<file path="src/rtl/bitrev_pkg.sv">
// bitrev_pkg: shared width default, counter sizing and bit-order mode encodings
package bitrev_pkg;
  localparam int WIDTH_DEF = 32;
  localparam logic MODE_MSB = 1'b1;
  localparam logic MODE_LSB = 1'b0;
  function automatic int cnt_w(input int w);
    return $clog2(w);
  endfunction
endpackage

</file>
<file path="src/rtl/rev_out_buffer.sv">
// rev_out_buffer: one-deep valid/ready holding register for assembled words
module rev_out_buffer #(
  parameter int WIDTH = 32
) (
  input  logic             clk,
  input  logic             rst_n,
  input  logic             load,
  input  logic [WIDTH-1:0] load_data,
  input  logic             out_ready,
  output logic             out_valid,
  output logic [WIDTH-1:0] out_data
);
  logic             valid_q, valid_d;
  logic [WIDTH-1:0] data_q, data_d;
  // A load always wins over a drain, so load+drain in one cycle keeps valid high
  always_comb begin
    valid_d = load | (valid_q & ~out_ready);
    data_d  = load ? load_data : data_q;
  end
  // Holding register; data only changes on a load, so it is stable while stalled
  always_ff @(posedge clk or negedge rst_n) begin
    if (!rst_n) begin
      valid_q <= 1'b0;
      data_q  <= '0;
    end else begin
      valid_q <= valid_d;
      data_q  <= data_d;
    end
  end
  assign out_valid = valid_q;
  assign out_data  = data_q;
endmodule

</file>
<file path="src/rtl/bitrev_deserializer.sv">
// bitrev_deserializer: serial-to-parallel word assembler with per-word MSB/LSB-first ordering
module bitrev_deserializer
  import bitrev_pkg::*;
#(
  parameter int WIDTH = WIDTH_DEF,
  localparam int CNT_W = cnt_w(WIDTH)
) (
  input  logic             clk,
  input  logic             rst_n,
  input  logic             in_valid,
  input  logic             in_bit,
  output logic             in_ready,
  input  logic             msb_first,
  input  logic             clear,
  output logic             out_valid,
  output logic [WIDTH-1:0] out_data,
  input  logic             out_ready,
  output logic [CNT_W-1:0] bit_cnt
);
  logic [WIDTH-1:0] sh_q, sh_d, sh_next;
  logic [CNT_W-1:0] cnt_q, cnt_d;
  logic             mode_q, mode_d, mode_cur, last, accept, load;
  // The first bit of a word uses msb_first directly; later bits use the latched mode
  always_comb begin
    last     = cnt_q == CNT_W'(WIDTH - 1);
    in_ready = ~(last & out_valid & ~out_ready);
    accept   = in_valid & in_ready & ~clear;
    mode_cur = (cnt_q == '0) ? msb_first : mode_q;
    sh_next  = (mode_cur == MODE_MSB) ? {sh_q[WIDTH-2:0], in_bit} : {in_bit, sh_q[WIDTH-1:1]};
    load     = accept & last;
    sh_d     = clear ? '0 : (accept ? sh_next : sh_q);
    cnt_d    = clear ? '0 : (accept ? (last ? '0 : cnt_q + 1'b1) : cnt_q);
    mode_d   = (accept & (cnt_q == '0)) ? msb_first : mode_q;
  end
  // Shift register, bit counter and per-word mode latch
  always_ff @(posedge clk or negedge rst_n) begin
    if (!rst_n) begin
      sh_q   <= '0;
      cnt_q  <= '0;
      mode_q <= MODE_MSB;
    end else begin
      sh_q   <= sh_d;
      cnt_q  <= cnt_d;
      mode_q <= mode_d;
    end
  end
  assign bit_cnt = cnt_q;
  rev_out_buffer #(.WIDTH(WIDTH)) u_buf (
    .clk       (clk),
    .rst_n     (rst_n),
    .load      (load),
    .load_data (sh_next),
    .out_ready (out_ready),
    .out_valid (out_valid),
    .out_data  (out_data)
  );
endmodule
</file>
<file path="config.mk">
export PLATFORM = sky130hd
export DESIGN_NAME = bitrev_deserializer
export DESIGN_NICKNAME = d
export VERILOG_FILES = /design/src/rtl/bitrev_pkg.sv /design/src/rtl/rev_out_buffer.sv /design/src/rtl/bitrev_deserializer.sv
export SDC_FILE = /design/constraint.sdc
export NUM_CORES = 1
export LEC_CHECK = 0
export CAP_MARGIN = 20
export CELL_PAD_IN_SITES_DETAIL_PLACEMENT = 0
export CELL_PAD_IN_SITES_GLOBAL_PLACEMENT = 1
export CORE_UTILIZATION = 45
export DETAILED_ROUTE_END_ITERATION = 6
export GPL_ROUTABILITY_DRIVEN = 1
export PLACE_DENSITY = 0.82
export SETUP_SLACK_MARGIN = 0.05
export SYNTH_ARGS = -nofsm -noshare
export SYNTH_HDL_FRONTEND = slang
export SYNTH_SLANG_ARGS = --single-unit
</file>
<file path="constraint.sdc">
create_clock -name clk -period 5.9 [get_ports clk]
set_clock_uncertainty 0.05 [all_clocks]
set_input_delay 1.18 -clock clk [delete_from_list [all_inputs] [get_ports clk]]
set_output_delay 1.18 -clock clk [all_outputs]
set_load 0.02 [all_outputs]
</file>
==> impl_metrics.env <==
export IMPL_status="complete, no violations"
export IMPL_final_common_cell="dfrtp_1"
export IMPL_synth_xor_area_share=0
export IMPL_netlist_area_um2=2980
export IMPL_grt_ovfl_total=0
export IMPL_crit_type="in2out"
export IMPL_clk_latency_ns=0.33
export IMPL_power_switching_uw=228
export IMPL_dp_cells=388
export IMPL_postSynthCellCount=279
export IMPL_drv_cap=0
export IMPL_syn_num_nets=289
export IMPL_drt_initial_drc_count=170
export IMPL_pwr_share_seq=0.490
export IMPL_place_gp_congestion=0.706
export IMPL_diodes=0
export IMPL_start_util=0.466
export IMPL_cp_start_kind="input port"
export IMPL_hpwl_um=3380
export IMPL_async_flop_share=1.00
export IMPL_slew_viol_final=0
export IMPL_grt_use_met3=0.0358
export IMPL_grt_pass1_wl_um=9800
export IMPL_clkSinkCount=71
export IMPL_pwr_share_comb=0.075
export IMPL_p_int_uw=784
export IMPL_cts_hold_fix_buffers=0
export IMPL_cts_htree_levels=3
export IMPL_cts_root_buf="clkbuf_8"
export IMPL_fmax_ghz=0.272
export IMPL_grt_pass1_vias=2071
export IMPL_die_w_um=83.3
export IMPL_busiest_layer="met2"
export IMPL_synth_top_family_by_area="compound AO/OA/AOI/OAI gates"
export IMPL_cts_tree="done"
export IMPL_synth_adder_area_share=0.0126
export IMPL_yosysSeqAreaShare=0.597
export IMPL_cts_resized=0
export IMPL_synth_seq_cells=71
export IMPL_fin_crit_ns=3.68
export IMPL_post_cts_buffers=0
export IMPL_final_cell_mix="70 x dfrtp_1, 44 x clkdlybuf4s50_1, 37 x nand2_1"
export IMPL_use_met2=0.270
export IMPL_tns_ns=0
export IMPL_antenna_left=0
export IMPL_power_leakage_nw=1.73
export IMPL_p_clk_frac=0.435
export IMPL_num_rows=29
export IMPL_slew_headroom=0.375
export IMPL_worst_ep_required_time_ns=4.67
export IMPL_synth_compound_area_share=0.126
export IMPL_clk_pin_slew_ns=0.07
export IMPL_yosysUniqueCellTypes=27
export IMPL_met1_usage=0.242
export IMPL_pwr_density_cell_nw_per_um2=271
export IMPL_drt_pre_antenna_iters=4
export IMPL_synth_mux_area_frac=0.116
export IMPL_yosys_area_share_simple=0.116
export IMPL_setup_viol=0
export IMPL_route_detailed_drc=0
export IMPL_fin_crit_sh=0.623
export IMPL_avgSynthCellArea_um2=10.7
export IMPL_synth_ff_type="dfrtp_1"
export IMPL_ys_warn_count=0
export IMPL_nNetsFinal=333
export IMPL_clock_path_buffers=2
export IMPL_port_buffers=45
export IMPL_postRouteWirelength_um=5700
export IMPL_vias=2087
export IMPL_boundaryPins=46
export IMPL_rsz0062_at_grt="no"
export IMPL_hold_path_class="reg2reg"
export IMPL_crit_fanout=4
export IMPL_drive_gt1_frac=0.0854
export IMPL_avgViaCountPerCell=5.15
export IMPL_final_cells=405
export IMPL_synth_edff_count=0
export IMPL_antenna_found_initial=0
export IMPL_worst_slew_pin_slew_ns=0.936
export IMPL_cts_buffers=9
export IMPL_swShare=0.225
export IMPL_area_growth_pct=25.2
export IMPL_critPathArrivalTime_ns=2.45
export IMPL_final_hold_viol_count=0
export IMPL_die_area_um2=6950
export IMPL_grt_use_total=0.176
export IMPL_wl_per_cell_um=14.1
export IMPL_ir_drop_v=0.000153
export IMPL_die_h_um=83.3
export IMPL_endpoint_kind="output pin"
export IMPL_grt_max_degree=72
export IMPL_core_region_area_um2=6390
-- critical path: stages --
cell and delay (ns):
clkdlybuf4s50_1 0.46, nand3b_1 0.18, clkdlybuf4s50_1 0.63
-- layer usage --
layer,part of all wire,up-vias
met1,0.51,1010
li1,-,1042
met2,0.45,31
met3,0.027,4
met5,0,-
met4,0.011,0
-- power by group through the flow --
stage                     clock network (mW)  registers [mW]  logic, mW
after floorplan                            0           0.505     0.0540
after global placement                     0           0.505     0.0764
after detailed placement                   0           0.505     0.0769
after CTS                              0.451           0.496     0.0773
after global routing                   0.472           0.496     0.0822
final                                  0.439           0.496     0.0758
-- flip-flops by register name, indices dropped and copies added, names as in the netlist --
signal and count:
sh_q 32, u_buf.out_data 32, bit_cnt 5, mode_q 1, u_buf.out_valid 1
-- cell type report --
cell class / instances / area (um^2)
repair buffers: 49 / 495
clock inverters: 5 / 80.1
fillers: 559 / 2660
flip-flops and latches: 71 / 1780
well taps: 77 / 96.3
multi-input cells: 189 / 1110
clock buffers: 11 / 151
inverters: 3 / 11.3
-- per-stage QoR --
step	power (mW)	util	hold slack (ns)	setup WS [ns]	cell area, um^2
after floorplan	0.559	-	0.399	3.18	2980
after global placement	0.582	0.543	0.417	2.24	3470
after detailed placement	0.582	0.543	0.434	2.22	3470
after CTS	1.02	0.579	0.459	2.22	3700
after global routing	1.05	0.584	0.489	2.15	3730
final	1.01	0.584	0.454	2.22	3730
-- worst paths after layout --
kind | start | endpoint | slack, ns | cells after the start
worst max-delay path | out_ready | in_ready | 2.22 | 3
worst min-delay path | sh_q[4] | sh_q[4] | 0.45 | 2
worst max register to register | bit_cnt[0] | sh_q[31] | 3.48 | 6
worst min register to register | sh_q[4] | sh_q[4] | 0.45 | 2
max in group asynchronous | rst_n | sh_q[22] | 4.23 | 2
min in group asynchronous | rst_n | u_buf.out_data[5] | 0.99 | 2
-- kinds of logic after synthesis --
kind of cell             Yosys count
AO/OA/AOI/OAI                     72
buffers and inverters             19
flip-flops                        71
multiplexers                      34
adder cells (fa/ha/maj)            3
AND/OR/NAND/NOR                   80
-- synth_stat cells (all sizes together) (3+ instances only) --
library cell   n  share of area
dfrtp         70           0.59
nand2         37          0.047
o21ai         35          0.059
a21oi         33          0.057
mux2i         33           0.11
nor2          33          0.042
clkbuf        11          0.014
buf            5          0.014
ha             3          0.013
inv            3         0.0038
Power figures use the tool's default switching activity.
